===== src/rtl/intr_pkg.sv =====
// Shared constants for the interrupt controller: register map and default bus window.
package intr_pkg;

    typedef enum logic [1:0] {
        REG_PENDING = 2'd0,
        REG_MASK    = 2'd1,
        REG_EDGE    = 2'd2,
        REG_VECTOR  = 2'd3
    } reg_idx_e;

    localparam logic [27:0] BASE_ADR_DEFAULT = 28'hFFFFFFF;
    localparam int          IDX_W            = 5;

endpackage


===== src/rtl/intr_prio_enc.sv =====
// Combinational lowest-index priority encoder over the active interrupt vector.
module intr_prio_enc
    import intr_pkg::*;
#(
    parameter int N_IRQ = 8
) (
    input  logic [N_IRQ-1:0] req,
    output logic [IDX_W-1:0] idx,
    output logic             valid
);

    // Scan from the top down so the last hit is the lowest index.
    always_comb begin
        idx   = '0;
        valid = 1'b0;
        for (int i = N_IRQ - 1; i >= 0; i--) begin
            if (req[i]) begin
                idx   = IDX_W'(i);
                valid = 1'b1;
            end
        end
    end

endmodule


===== src/rtl/intr_ctrl.sv =====
// Wishbone-mapped interrupt controller: level/edge sources, mask, vector readout, registered irq_o.
module intr_ctrl
    import intr_pkg::*;
#(
    parameter int          N_IRQ    = 8,
    parameter logic [27:0] BASE_ADR = BASE_ADR_DEFAULT
) (
    input  logic             CLK_I,
    input  logic             RST_NI,
    input  logic [31:2]      ADR_I,
    input  logic [31:0]      DAT_I,
    output logic [31:0]      DAT_O,
    input  logic             CYC_I,
    input  logic             STB_I,
    input  logic             WE_I,
    output logic             ACK_O,
    input  logic [N_IRQ-1:0] irq_i,
    output logic             irq_o
);

    logic             sel_p0;
    logic             start_p0;
    logic             sel_p1;
    logic             wr_p0;
    logic             rd_p0;
    reg_idx_e         reg_idx;
    logic             wr_mask;
    logic             wr_edge;
    logic             wr_clear;

    logic [N_IRQ-1:0] pending;
    logic [N_IRQ-1:0] mask;
    logic [N_IRQ-1:0] edge_mode;
    logic [N_IRQ-1:0] irq_d;
    logic             armed;

    logic [N_IRQ-1:0] wdat;
    logic [N_IRQ-1:0] rise;
    logic [N_IRQ-1:0] clr;
    logic [N_IRQ-1:0] edge_chg;
    logic [N_IRQ-1:0] pending_nxt;
    logic [N_IRQ-1:0] active;
    logic [IDX_W-1:0] vec_idx;
    logic             vec_valid;
    logic [31:0]      rdata;
    logic             unused_dat;

    // Stage p0: decode. A transfer starts only on the first selected cycle.
    assign sel_p0   = CYC_I && STB_I && (ADR_I[31:4] == BASE_ADR);
    assign start_p0 = sel_p0 && !sel_p1;
    assign reg_idx  = reg_idx_e'(ADR_I[3:2]);
    assign wr_p0    = start_p0 && WE_I;
    assign rd_p0    = start_p0 && !WE_I;
    assign wr_mask  = wr_p0 && (reg_idx == REG_MASK);
    assign wr_edge  = wr_p0 && (reg_idx == REG_EDGE);
    assign wr_clear = wr_p0 && (reg_idx == REG_VECTOR);

    assign wdat       = DAT_I[N_IRQ-1:0];
    assign unused_dat = ^DAT_I;
    assign active     = pending & mask;

    intr_prio_enc #(
        .N_IRQ (N_IRQ)
    ) u_prio_enc (
        .req   (active),
        .idx   (vec_idx),
        .valid (vec_valid)
    );

    // Edge bits: a new rising edge beats a simultaneous CLEAR; a mode change drops the bit.
    always_comb begin
        rise        = armed ? (irq_i & ~irq_d) : '0;
        clr         = wr_clear ? wdat : '0;
        edge_chg    = wr_edge ? (wdat ^ edge_mode) : '0;
        pending_nxt = (edge_mode & (rise | (pending & ~clr))) | (~edge_mode & irq_i);
        pending_nxt = pending_nxt & ~edge_chg;
    end

    always_comb begin
        rdata = '0;
        case (reg_idx)
            REG_PENDING: rdata = 32'(pending);
            REG_MASK:    rdata = 32'(mask);
            REG_EDGE:    rdata = 32'(edge_mode);
            REG_VECTOR:  rdata = {vec_valid, 26'd0, vec_idx};
            default:     rdata = '0;
        endcase
    end

    // Stage p1: registered bus response and interrupt state.
    // sel_p1 resets high so a cycle left selected across reset is not acknowledged.
    always_ff @(posedge CLK_I or negedge RST_NI) begin
        if (!RST_NI) begin
            sel_p1    <= 1'b1;
            ACK_O     <= 1'b0;
            DAT_O     <= '0;
            irq_o     <= 1'b0;
            pending   <= '0;
            mask      <= '0;
            edge_mode <= '0;
            irq_d     <= '0;
            armed     <= 1'b0;
        end else begin
            sel_p1    <= sel_p0;
            ACK_O     <= start_p0;
            DAT_O     <= rd_p0 ? rdata : '0;
            irq_o     <= |active;
            pending   <= pending_nxt;
            irq_d     <= irq_i;
            armed     <= 1'b1;
            if (wr_mask) begin
                mask <= wdat;
            end
            if (wr_edge) begin
                edge_mode <= wdat;
            end
        end
    end

endmodule


===== config.mk =====
export PLATFORM = sky130hd
export DESIGN_NAME = intr_ctrl
export DESIGN_NICKNAME = d
export VERILOG_FILES = /design/src/rtl/intr_pkg.sv /design/src/rtl/intr_prio_enc.sv /design/src/rtl/intr_ctrl.sv
export SDC_FILE = /design/constraint.sdc
export NUM_CORES = 1
export LEC_CHECK = 0
export ABC_AREA = 1
export CAP_MARGIN = 20
export CELL_PAD_IN_SITES_DETAIL_PLACEMENT = 1
export CELL_PAD_IN_SITES_GLOBAL_PLACEMENT = 2
export CORE_AREA = 4 4 109 111
export CTS_CLUSTER_SIZE = 8
export DETAILED_ROUTE_END_ITERATION = 10
export DIE_AREA = 0 0 113 115
export PLACE_DENSITY_LB_ADDON = 0.05
export SYNTH_ARGS = -nofsm -noshare
export SYNTH_HDL_FRONTEND = slang
export SYNTH_HIERARCHICAL = 1
export SYNTH_SLANG_ARGS = --single-unit
export TNS_END_PERCENT = 10

===== constraint.sdc =====
create_clock -name CLK_I -period 2.25 [get_ports CLK_I]
set_input_delay 0.675 -clock CLK_I [delete_from_list [all_inputs] [get_ports CLK_I]]
set_output_delay 0.675 -clock CLK_I [all_outputs]
set_load 0.01 [all_outputs]

# After elaboration in Yosys (flattened, before gate mapping)
# Cells that the tools add are included.
# word_totals
output_inout_bits	34
register_bits	68
in_bits	75
wordCells	59
# classes
bitwise	13
n_reduce_logical	12
mux	21
eq_ne	4
# op_table
cell	n
one-hot mux 32 bit (4 select lines)	1
bitwise AND 8 bit	6
2-to-1 mux 32 bit	1
NOT 8 bit	4
equality test 28 bit (second input constant)	1
2-to-1 mux 3 bit	8
2-to-1 mux 8 bit	3
OR 8 bit	2
logical AND 1 bit	8
2-to-1 mux 1 bit	8
OR reduction 8 bit	1
XOR 8 bit	1
equality test 2 bit (second input constant)	2
equality test 2 x 1 -> 1 bit (second input constant)	1
logical NOT 1 bit	2
logical NOT 2 bit	1

# Logic depth before layout (Yosys ltp)
# Gate-level depths: netlist (run 1).
# depth
depth_word	12
depth_mapped	13
mapped_depth_nobuf	13

# Cells and area by module
# Netlist (run 1), hierarchy kept.
# by_module_without_submodules
mod	area_per_inst_um2	cells_per_inst	seq_area_each_um2	n_inst
intr_ctrl	2534.9	334	1127.3	1
intr_prio_enc	117.6	25	0.0	1

# Worst setup path before layout (run 1)
# OpenSTA, ideal clock, no wires.
# synth_timing
path_type	input-to-reg
start	input port ADR_I[5] (netlist bit)
end	register edge_mode[3]
arrival_ps	1654
required_ps	2130
path_slack_ps	476
setup_time_ps	120
n_path_buf	0
cell_stages	9
path_cell_list	nand2_1 > nor2_1 > nand2_1 > nor2_2 > nand2_2 > nor3_4 > nand2_4 > o21ai_0 > inv_1
# synth_via
elab_chain_cells	5
# synth_lines
element	line	rtl
start, declared	intr_ctrl.sv:10	input logic [31:2] ADR_I,
equality test 28 bit	intr_ctrl.sv:49	assign sel_p0 = CYC_I && STB_I && (ADR_I[31:4] == BASE_ADR);
logical AND 1 bit	intr_ctrl.sv:49	
logical AND 1 bit	intr_ctrl.sv:50	assign start_p0 = sel_p0 && !sel_p1;
logical AND 1 bit	intr_ctrl.sv:52	assign wr_p0 = start_p0 && WE_I;
logical AND 1 bit	intr_ctrl.sv:55	assign wr_edge = wr_p0 && (reg_idx == REG_EDGE);
end signal, assigned	intr_ctrl.sv:115	edge_mode <= wdat;
end, declared	intr_ctrl.sv:33	logic [N_IRQ-1:0] edge_mode;
# No other way between the ends.
# A chain may end at the register's enable or synchronous reset.

# Worst setup path after layout (run 1)
# layout_timing
start	input port ADR_I[4] (netlist bit)
end	register edge_mode[3]
# Same word-level chain as after synthesis.

==> qor.txt, run 1 <==
initial antenna violation count: 0
Ant. Diodes: 0
GP Congestion: 0.7528
synthesized flop and latch total: 45
max_cap viols: 0
routed wire length per instance: 14.10 microns
CP Max Fanout: 8
I/O pins: 109
Hold WC Path Type: input port to async pin
fmax: 475.8 MHz
capture point of the worst reg-to-reg path: DAT_O[1]
vias in the first global route: 2,644
DR pass1 iterations: 4
Worst Setup Start Kind: input port
DP Worst Slack: -0.2375 ns
Area Growth Syn to Fin: 34.06%
fin. max-slew vios: 0
Buffers & Inverters on Critical Path: 2
DP Cell Count: 567
Die H: 115 microns
Multi-input gate area: 1219 sq um
mapped cell area: 2653 sq um
Final Cycle Share: 93.40%
H-Tree Depth: 2
Power Internal: 1.290 mW
Lkg Pwr: 1.745 nW
die area: 13,000 sq um
Worst Skew: 0.01230 ns
Cell Rows: 38
cell family contributing the most delay on the critical path: simple AND/OR/NAND/NOR gates
ys async rst share: 100.0%
Routed Wire Length: 8.120 mm
fin nets: 510
Critical Path Start: ADR_I[4]
largest net degree at the start of global routing: 25
power per cell area: 479.7 nW/um^2
Logic pwr share: 13.5%
CTS tree: built
CP Capture Type: flip-flop
Worst-Margin Slew: 0.5266 ns
ys flop type: dfrtp_1
Req. time, crit path: 2.45 ns
CP Capture Point: edge_mode[3]
min cycle time layout: 2.102 ns
cell mode on critical path: nand2_1
I/O Buffers: 61
Mapped Cells: 359
Post-synth EDFFs: 0
Reg clk slew, reported paths: 0.09 ns
CTS buffer count: 5
Layout Cells excl Fill: 576
worst path arrival time: 2.30 ns
aggregate global routing overflow: 0
R2R depth: 9
stages on the worst setup path: 10
number of fill cells: 1,343
share of cells above drive strength 1: 9.404%
setup_tns: 0 ns
outcome: finished clean
CTS Buffer Depth: 2
HPWL after DPL: 6.314 mm
Sw Share: 24.39%
Avg Cell Area, Syn: 7.389 sq um
P_sw: 0.4161 mW
relative slew slack: 64.89%
Max VDD drop: 184.4 uV
Yosys warnings: 6
global-route wire length before repair: 13.34 mm
starting density of the core: 24.58%
crit path cell chain: clkdlybuf4s50_1, nand2_1, nor2_1, nand2_1, nor2_2, nand2_2, nor3_4, nand2_4, o21ai_0, inv_1
core area: 10,790 sq um
Reg power frac: 48.1%
Root Buffer: clkbuf_8
Final WS setup: 0.1484 ns
total track usage: 12.88%
Reg2Reg Launch Point: pending[6]
sequential share of the synthesized area: 42.50%
slowest stage delay, CP: 0.48 ns
Reg2Reg Setup Slack: 0.63 ns
CTS Sinks: 45
critical path class: input port to flip-flop
Vias: 2,422
RSZ-0062 raised after global routing: yes
final hold vios: 0
worst skew pair latency: 0.30 ns
final setup violation count: 0
Synth cell types: 30
Final ANT Viol Nets: 0
post-DR vias/cell: 4.205
register area: 1127 sq um
DRC viols: 0
initial drt markers: 85
CP max stage cell: clkdlybuf4s50_1
Die Wd: 113 microns
Clock power frac: 38.4%
## layer usage
layer | track usage [%] | up-vias | share of wire (%)
li1 | - | 1236 | -
met3 | 2.579 | 5 | 5.0
met1 | 16.65 | 1125 | 47
met4 | 3.125 | 0 | 0.89
met5 | 0 | - | 0
met2 | 22.20 | 56 | 47
## Yosys cell counts, types with 2 or more instances
cell	instances	area share, %
nor2_2	3	0.71
o31ai_1	5	1.4
a221oi_1	5	1.7
a21oi_1	9	1.7
nor4_1	2	0.47
nor2_1	29	4.1
buf_4	25	7.1
a31oi_1	4	0.94
conb_1	3	0.42
nand2_1	120	17
o21ai_2	5	1.7
inv_1	47	6.7
o21ai_0	9	1.7
nand3_1	8	1.5
xor2_1	7	2.3
nand4_1	16	3.8
clkbuf_1	3	0.42
nand2_2	3	0.71
dfrtp_1	44	42
or2_2	2	0.47
## worst register-to-register path, delay by kind of cell (launching register included)
family | cells | cell delay (ns)
flops | 1 | 0.41
buf+inv | 1 | 0.07
compound gates | 3 | 0.45
simple gates | 5 | 0.57
## flip-flops by register name, indices dropped and copies added, names as in the netlist
signal and cells:
edge_mode 8, sel_p1 1, irq_d 8, irq_o 1, ACK_O 1, pending 8, mask 8, armed 1
DAT_O 9
## cell families after synthesis
| kind of cell | synth area share [%] |
|---|---|
| other | 0.4245 |
| flip-flops | 42.50 |
| AND/OR/NAND/NOR | 30.38 |
| XOR/XNOR | 2.642 |
| buffers and inverters | 14.81 |
| AO/OA/AOI/OAI | 9.245 |
## power groups by stage
| stage | logic [mW] | registers, mW | clock network [mW] |
|---|---|---|---|
| floorplan | 0.108 | 0.836 | 0 |
| global placement | 0.234 | 0.836 | 0 |
| detailed placement | 0.234 | 0.836 | 0 |
| CTS | 0.235 | 0.820 | 0.689 |
| global route | 0.258 | 0.822 | 0.714 |
| finish | 0.230 | 0.820 | 0.655 |
## worst min-delay path by stage
stage | end | depth (start not counted)
2_1_floorplan | ACK_O | 0
3_3_place_gp | mask[0] | 2
3_5_place_dp | mask[5] | 2
4_1_cts | irq_d[5] | 1
5_1_grt | irq_d[5] | 1
6_report | irq_d[5] | 1
## layout make-up
class                           count  area share, %
Timing Repair Buffer               76          20.55
Tap cell                          140          4.926
Sequential cell                    45          31.70
Clock buffer                        7          2.428
Multi-Input combinational cell    259          34.27
Inverter                           48          5.278
Clock inverter                      1         0.8445
## stage by stage
| stage | utilization [%] | instance area (sq um) | hold slack [ns] | total power, mW |
|---|---|---|---|---|
| floorplan | - | 2739 | 0.3794 | 0.9436 |
| global placement | 31.78 | 3430 | 0.4823 | 1.071 |
| detailed placement | 31.78 | 3430 | 0.4852 | 1.070 |
| CTS | 32.85 | 3546 | 0.3509 | 1.745 |
| global route | 32.95 | 3556 | 0.3730 | 1.794 |
| finish | 32.95 | 3556 | 0.3332 | 1.706 |
## what timing repair did
item / in CTS / in global routing
endpoints found under the setup margin: 0 / 12
buffers inserted: 0 / 1
hold buffers: 0 / 0
gates resized for setup: 0 / 2
endpoints found under the hold margin: 0 / 0
## cell usage in the layout (no fill, tap or decap), types with 6 or more instances in the layout
cell | netlist | layout
a21oi_1 | 9 | 9
buf_4 | 25 | 14
clkbuf_8 | 0 | 6
clkdlybuf4s50_1 | 0 | 60
conb_1 | 3 | 26
dfrtp_1 | 44 | 44
inv_1 | 47 | 47
nand2_1 | 120 | 120
nand3_1 | 8 | 8
nand4_1 | 16 | 16
nor2_1 | 29 | 29
o21ai_0 | 9 | 8
xor2_1 | 7 | 7
Note: power is estimated with default switching activity, not from simulation.
==> run 2: changes to the inputs <==
--- a/config.mk
+++ b/config.mk
@@ -10,6 +10,7 @@
 export CELL_PAD_IN_SITES_DETAIL_PLACEMENT = 1
 export CELL_PAD_IN_SITES_GLOBAL_PLACEMENT = 2
 export CORE_AREA = 4 4 109 111
+export CTS_CLUSTER_DIAMETER = 50
 export CTS_CLUSTER_SIZE = 8
 export DETAILED_ROUTE_END_ITERATION = 10
 export DIE_AREA = 0 0 113 115
==> results of run 2 <==
Same layout as run 1: the final DEF is identical, and so are final timing and power.
